## src/rtl/fifo_pkg.sv

```systemverilog
// Shared async-FIFO helpers: depth calculation, Gray/binary conversion, counter width.
package fifo_pkg;

    localparam int unsigned OVF_CNT_W = 8;
    // Widest pointer supported (ADDR_W up to 12 plus the wrap bit); narrower values are zero-extended.
    localparam int unsigned MAX_PTR_W = 13;

    function automatic int unsigned depth(input int unsigned addr_w);
        return 32'd1 << addr_w;
    endfunction

    function automatic logic [MAX_PTR_W-1:0] bin2gray(input logic [MAX_PTR_W-1:0] b);
        return b ^ (b >> 1);
    endfunction

    function automatic logic [MAX_PTR_W-1:0] gray2bin(input logic [MAX_PTR_W-1:0] g);
        logic [MAX_PTR_W-1:0] b;
        b[MAX_PTR_W-1] = g[MAX_PTR_W-1];
        for (int i = MAX_PTR_W - 2; i >= 0; i--) begin
            b[i] = b[i+1] ^ g[i];
        end
        return b;
    endfunction

endpackage

```

## src/rtl/gray2bin_conv.sv

```systemverilog
// Width-parametrised Gray-to-binary converter (combinational XOR prefix from the MSB).
module gray2bin_conv #(
    parameter int unsigned W = 5
) (
    input  logic [W-1:0] gray,
    output logic [W-1:0] bin
);

    for (genvar i = 0; i < W; i++) begin : g_bit
        assign bin[i] = ^gray[W-1:i];
    end

endmodule

```

## src/rtl/wr_ptr_full_ctrl.sv

```systemverilog
// Write-side pointer, full/almost-full, level and overflow control for the async FIFO.
// Optional saturating drop counter enabled by defining WPTR_OVF_CNT_EN.
module wr_ptr_full_ctrl
    import fifo_pkg::*;
#(
    parameter int unsigned ADDR_W       = 4,
    parameter int unsigned AFULL_THRESH = 12
) (
    input  logic              w_clk,
    input  logic              w_rst,
    input  logic              w_en,
    input  logic [ADDR_W:0]   rd_ptr_gray_sync,
    output logic [ADDR_W-1:0] w_addr,
    output logic [ADDR_W:0]   w_ptr_bin,
    output logic [ADDR_W:0]   w_ptr_gray,
    output logic              w_inc,
    output logic              full,
    output logic              w_afull,
    output logic [ADDR_W:0]   w_level,
    output logic              w_ovf
`ifdef WPTR_OVF_CNT_EN
    ,
    input  logic                 w_ovf_clr,
    output logic [OVF_CNT_W-1:0] w_ovf_cnt
`endif
);

    localparam int unsigned PTR_W       = ADDR_W + 1;
    localparam int unsigned AFULL_CLAMP = (AFULL_THRESH > depth(ADDR_W)) ? depth(ADDR_W)
                                                                        : AFULL_THRESH;
    localparam logic [PTR_W-1:0] AFULL_LVL = PTR_W'(AFULL_CLAMP);

    logic [PTR_W-1:0] bin_nxt;
    logic [PTR_W-1:0] gray_nxt;
    logic [PTR_W-1:0] rd_bin;
    logic [PTR_W-1:0] level_nxt;
    logic [PTR_W-1:0] full_cmp;
    logic             full_nxt;
    logic             afull_nxt;

    gray2bin_conv #(
        .W (PTR_W)
    ) u_rd_g2b (
        .gray (rd_ptr_gray_sync),
        .bin  (rd_bin)
    );

    assign w_inc  = w_en & ~full;
    assign w_addr = w_ptr_bin[ADDR_W-1:0];

    always_comb begin
        bin_nxt   = w_ptr_bin + PTR_W'(w_inc);
        gray_nxt  = PTR_W'(bin2gray(MAX_PTR_W'(bin_nxt)));
        // Full when the write pointer is one lap ahead: top two Gray bits differ, rest equal.
        full_cmp  = {~rd_ptr_gray_sync[ADDR_W:ADDR_W-1], rd_ptr_gray_sync[ADDR_W-2:0]};
        full_nxt  = (gray_nxt == full_cmp);
        level_nxt = bin_nxt - rd_bin;
        afull_nxt = (level_nxt >= AFULL_LVL);
    end

    always_ff @(posedge w_clk or posedge w_rst) begin
        if (w_rst) begin
            w_ptr_bin  <= '0;
            w_ptr_gray <= '0;
            full       <= 1'b0;
            w_afull    <= 1'b0;
            w_level    <= '0;
            w_ovf      <= 1'b0;
        end else begin
            w_ptr_bin  <= bin_nxt;
            w_ptr_gray <= gray_nxt;
            full       <= full_nxt;
            w_afull    <= afull_nxt;
            w_level    <= level_nxt;
            w_ovf      <= w_en & full;
        end
    end

`ifdef WPTR_OVF_CNT_EN
    always_ff @(posedge w_clk or posedge w_rst) begin
        if (w_rst) begin
            w_ovf_cnt <= '0;
        end else if (w_ovf_clr) begin
            w_ovf_cnt <= '0;
        end else if (w_en && full && (w_ovf_cnt != {OVF_CNT_W{1'b1}})) begin
            w_ovf_cnt <= w_ovf_cnt + 1'b1;
        end
    end
`endif

endmodule
```

## config.mk

```make
export PLATFORM = sky130hd
export DESIGN_NAME = wr_ptr_full_ctrl
export DESIGN_NICKNAME = d
export VERILOG_FILES = /design/src/rtl/fifo_pkg.sv /design/src/rtl/gray2bin_conv.sv /design/src/rtl/wr_ptr_full_ctrl.sv
export SDC_FILE = /design/constraint.sdc
export NUM_CORES = 1
export LEC_CHECK = 0
export CORE_MARGIN = 2
export CORE_UTILIZATION = 47
export DETAILED_ROUTE_END_ITERATION = 10
export GPL_TIMING_DRIVEN = 0
export PLACE_DENSITY = 0.85
export SETUP_SLACK_MARGIN = 0.02
export SLEW_MARGIN = 20
export SYNTH_ARGS = -nofsm -noshare
export SYNTH_HDL_FRONTEND = slang
export SYNTH_SLANG_ARGS = --single-unit
export TNS_END_PERCENT = 10
```

## constraint.sdc

```tcl
create_clock -name w_clk -period 7 [get_ports w_clk]
set_input_delay 1.05 -clock w_clk [delete_from_list [all_inputs] [get_ports w_clk]]
set_output_delay 1.05 -clock w_clk [all_outputs]
set_load 0.01 [all_outputs]
```

**After elaboration in Yosys (flattened, before gate mapping)**

Index checks and enable logic that the tools add are counted.

- Flip-flop bits (word level): 18
- Output and inout bits: 23
- Input bits: 8

- $add $sub $neg: 2
- Magnitude comparators: 1
- Reductions and logical operators: 4
- Bitwise gates (word level): 5
- Eq/ne operators: 1

Operator list:

| operator | count |
|---|---|
| 5-bit by 1-bit adder with 5-bit output | 1 |
| 5-bit == test | 1 |
| 5-bit by 4-bit greater-or-equal comparator with 1-bit output, second input constant | 1 |
| 5-bit XOR reduction | 1 |
| 5-bit subtractor | 1 |
| 5-bit by 4-bit XOR with 5-bit output | 1 |
| 4-bit XOR reduction | 1 |
| 3-bit XOR reduction | 1 |
| 1-bit AND | 2 |
| 2-bit NOT | 1 |
| 2-bit XOR reduction | 1 |
| 1-bit NOT | 1 |

**Longest topological paths before layout**

- Depth in word-level cells: 5
- Mapped depth: 10
- Depth with buffers taken out: 10

**By module**

From an unflattened synthesis, not the netlist that was laid out.

- Cells, all modules: 83
- Area total of the unflattened synthesis: 959.7 um^2

By module, submodules not included:

| module | cells an instance | instances | seq. area each (um^2) | area an instance (um^2) |
|---|---|---|---|---|
| wr_ptr_full_ctrl | 77 | 1 | 425.4 | 887.1 |
| gray2bin_conv | 6 | 1 | 0.0 | 72.6 |

**Least setup slack after synthesis**

No wires, ideal clock.

- Path kind: input -> register
- Start point: input port rd_ptr_gray_sync[2]
- End point: register w_afull
- Arrival: 3,380 ps
- Data required time: 6,874 ps
- Setup slack: 3,494 ps
- Library setup time: 126 ps
- Path buffers: 0
- Stages on the path: 10
- Cells stage by stage: xnor3_2 > xor2_1 > xnor2_1 > ha_1 > inv_1 > fa_1 > maj3_2 > a21oi_2 > xnor2_1 > a311o_1

- Word-level cells in the longest chain between the ends: 3
- Elaborated cells between the ends (all ways): 5
- Those cells by class: add/sub (1); order compare (1); reduce/logical (3)

RTL lines:

| what | RTL line | text |
|---|---|---|
| from (decl) | wr_ptr_full_ctrl.sv:12 | `input logic [ADDR_W:0] rd_ptr_gray_sync,` |
| 5-bit XOR reduction, or another cell as far along | gray2bin_conv.sv:10 | `assign bin[i] = ^gray[W-1:i];` |
| 5-bit subtractor (*) | wr_ptr_full_ctrl.sv:57 | `level_nxt = bin_nxt - rd_bin;` |
| named net level_nxt[4] | wr_ptr_full_ctrl.sv:36 | `logic [PTR_W-1:0] level_nxt;` |
| 5-bit by 4-bit greater-or-equal comparator with 1-bit output (*) | wr_ptr_full_ctrl.sv:58 | `afull_nxt = (level_nxt >= AFULL_LVL);` |
| named net afull_nxt | wr_ptr_full_ctrl.sv:39 | `logic afull_nxt;` |
| to (signal assigned) | wr_ptr_full_ctrl.sv:73 | `w_afull <= afull_nxt;` |
| to (decl) | wr_ptr_full_ctrl.sv:18 | `output logic w_afull,` |

Mark *: on every way through the listed nets, which the timed path passes. The rest lies on a longest branch.

**Final worst setup path**

Ends and elaborated chain as after synthesis.

==> results.cfg <==
[synthesis]
synthDominantCellAreaShare_pct = 46.38
syn_inst = 74
synth_edf_count = 0
yosysUniqueCellTypes = 26
yosys_register_bits = 17
ys_warn_count = 0
avgSynthCellArea_um2 = 12.39
async_flop_share_pct = 100.0
ys.flop_type = dfrtp_1
yosysSeqAreaShare_pct = 46.38
netlist_top_cells_area = dfrtp_1 (46%), xor2_1 (11%), xnor2_1 (7.6%)
synth_nets = 87
synthTopCellsByCount = dfrtp_1 (17), xor2_1 (11), xnor2_1 (8)
syn_area_um2 = 917.1
yosysMostFrequentCell = dfrtp_1
synth_top_area_cell = dfrtp_1

[worst_setup_path]
worstPathMaxFanout = 6
critPathCapture = w_afull
crit_top_cell = xnor2_1
ff2ff_path_depth = 8
crit_cells = 11
crit_path_start = rd_ptr_gray_sync[2]
worst-path-buf-inv = 2
rr_endpoint = w_afull
critPathKind = input port to flip-flop
r2r_setup_slack_ns = 4.33
cp-start-kind = input port
slowest_delay_ns = 0.49
cp.required_ns = 7.18
cp.arrival_ns = 4.06
cp_top_family = XOR/XNOR gates
cp_cell_sequence = clkdlybuf4s50_1, xnor3_2, xor2_1, xnor2_1, ha_1, inv_1, fa_1, maj3_2, a21oi_2, xnor2_1, a311o_1
end_kind = flip-flop
rr_startpoint = full
slowest_stage = clkdlybuf4s50_1

[floorplan]
num_io_pins = 31
num_rows = 15
die_x_um = 48.18
start_util_pct = 51.44
coreArea_mm2 = 0.001783
die_h_um = 48.18
die-area_mm2 = 0.002321

[cts]
cts-root-buf = clkbuf_4
cts_made_buffers = 3
clock_sinks = 17
clk_pin_slew_ns = 0.10
post-cts-setup-buffers = 0
clockBufferDepth = 2
clock_latency_ns = 0.29
cts_tree = yes
htreeDepth = 1
cts-hold-fix-buffers = 0
ctsResizeCount = 0

[detailed_routing]
vias_per_cell = 4.579
met2RoutedLength_um = 741
top_layer_used = met4
antenna_left = 0
totalWireLength_mm = 1.535
first_pass_iters = 2
drt-initial-drc-count = 4
met1_length_um = 698
drc = 0
vias = 609
routedWlPerCell_um = 11.54
met3_length_um = 74

[global_routing]
gr-usage-all-layers_pct = 15.31
antenna_found_initial = 0
grt_overflow = 0
grt_max_degree = 18
grt_pass1_vias = 560
grt_pass1_wl_mm = 2.359

[flow_run]
max_cap_violations = 0

[cells_and_area]
final_nets = 122
area_growth_pct = 39.02
insertedDiodeCount = 0
post-route-util_pct = 71.51
drive_above_1_share_pct = 12.96
fillerInstances = 126

[power]
irDropWorstVdd_uv = 313.3
p_per_area_mw_per_mm2 = 533.6
power_leakage_nw = 0.5561
power_mw = 0.6803

[timing]
setup_tns_ns = 0
slew_viol_final = 0
hold_viol = 0
period_minus_slack_ns = 3.875
fmax_mhz = 258.0
skew_ns = 0.002040
relSlewSlack_pct = 57.57
setup_viol = 0
worstMarginPinSlew_ns = 0.6357
worst_hold_slack_ns = 0.5148
fin_crit_sh_pct = 55.36
rsz0062_at_grt = false

[placement]
dp_hpwl_mm = 1.163
port_buffers = 30
gp_congestion = 0.7696

[worst_hold_path]
hp-class = flip-flop to flip-flop

[status]
outcome = finished clean
[layout make-up]
class                   instances  area (um2)  share of cell area (%)
inverters                       5       18.77                   1.472
flip-flops and latches         17       425.4                   33.37
plain buffers                   5       37.54                   2.944
repair buffers                 30       300.3                   23.55
clock buffers                   4       26.28                   2.061
well taps                      25       31.28                   2.453
multi-input cells              47       435.4                   34.15
[routing by layer]
| layer | track usage, % | up-vias |
|---|---|---|
| li1 | - | 309 |
| met1 | 18.66 | 273 |
| met2 | 24.21 | 23 |
| met3 | 4.444 | 4 |
| met4 | 8.649 | 0 |
| met5 | 0 | - |
[logic make-up (layout without fill, tap and decap cells)]
group / after synthesis / after routing / synth area share [%]
compound gates: 6 / 6 / 4.637
buf+inv: 10 / 44 / 6.140
fa+ha+maj: 6 / 6 / 8.868
simple gates: 13 / 13 / 8.458
xor+xnor: 22 / 22 / 25.51
flops: 17 / 17 / 46.38
[power breakdown]
| part | internal, mW | leakage [nW] | total [mW] | switching [mW] |
|---|---|---|---|---|
| combinational | 0.244 | 0.338 | 0.448 | 0.203 |
| clock | 0.0222 | 0.0150 | 0.0529 | 0.0307 |
| sequential | 0.151 | 0.203 | 0.180 | 0.0288 |
[sequential cells by signal (all words and copies together), names as in the netlist]
register and count:
w_level 5, w_ptr_bin 5, w_ptr_gray 4, full 1
w_afull 1, w_ovf 1
[placed cells by master (no fill, tap or decap)]
cell type and instances:
clkdlybuf4s50_1 30, dfrtp_1 17, xor2_1 11, xnor2_1 8, inv_1 5, buf_4 5, ha_1 4, nand3_1 3
clkbuf_4 3, and2_1 2, or3_1 2, nor2b_1 1, xnor2_2 1, nand4_1 1, xnor3_2 1, xor2_4 1
a21oi_1 1, nor2_1 1, nand2_1 1, o21ai_1 1, maj3_2 1, a21oi_2 1, a221oi_1 1, o21ai_0 1
nand2b_2 1, and3b_1 1, a311o_1 1, fa_1 1, clkbuf_1 1
[how the worst min path moves through the flow]
stage / from / cells past startpoint / to
CTS: full / 1 / w_ovf
finish: full / 1 / w_ovf
global placement: full / 1 / w_ovf
floorplan: full / 1 / w_ovf
detailed placement: full / 1 / w_ovf
global route: full / 1 / w_ovf
[metrics by stage]
stage | std cells | cell area [um2] | setup WS, ns
6_report | 133 | 1275 | 3.125
3_5_place_dp | 129 | 1249 | 2.790
4_1_cts | 133 | 1275 | 3.102
2_1_floorplan | 74 | 917.1 | 3.494
3_3_place_gp | 129 | 1249 | 2.834
5_1_grt | 133 | 1275 | 2.951
No activity file was read; power rests on OpenSTA's default activity.
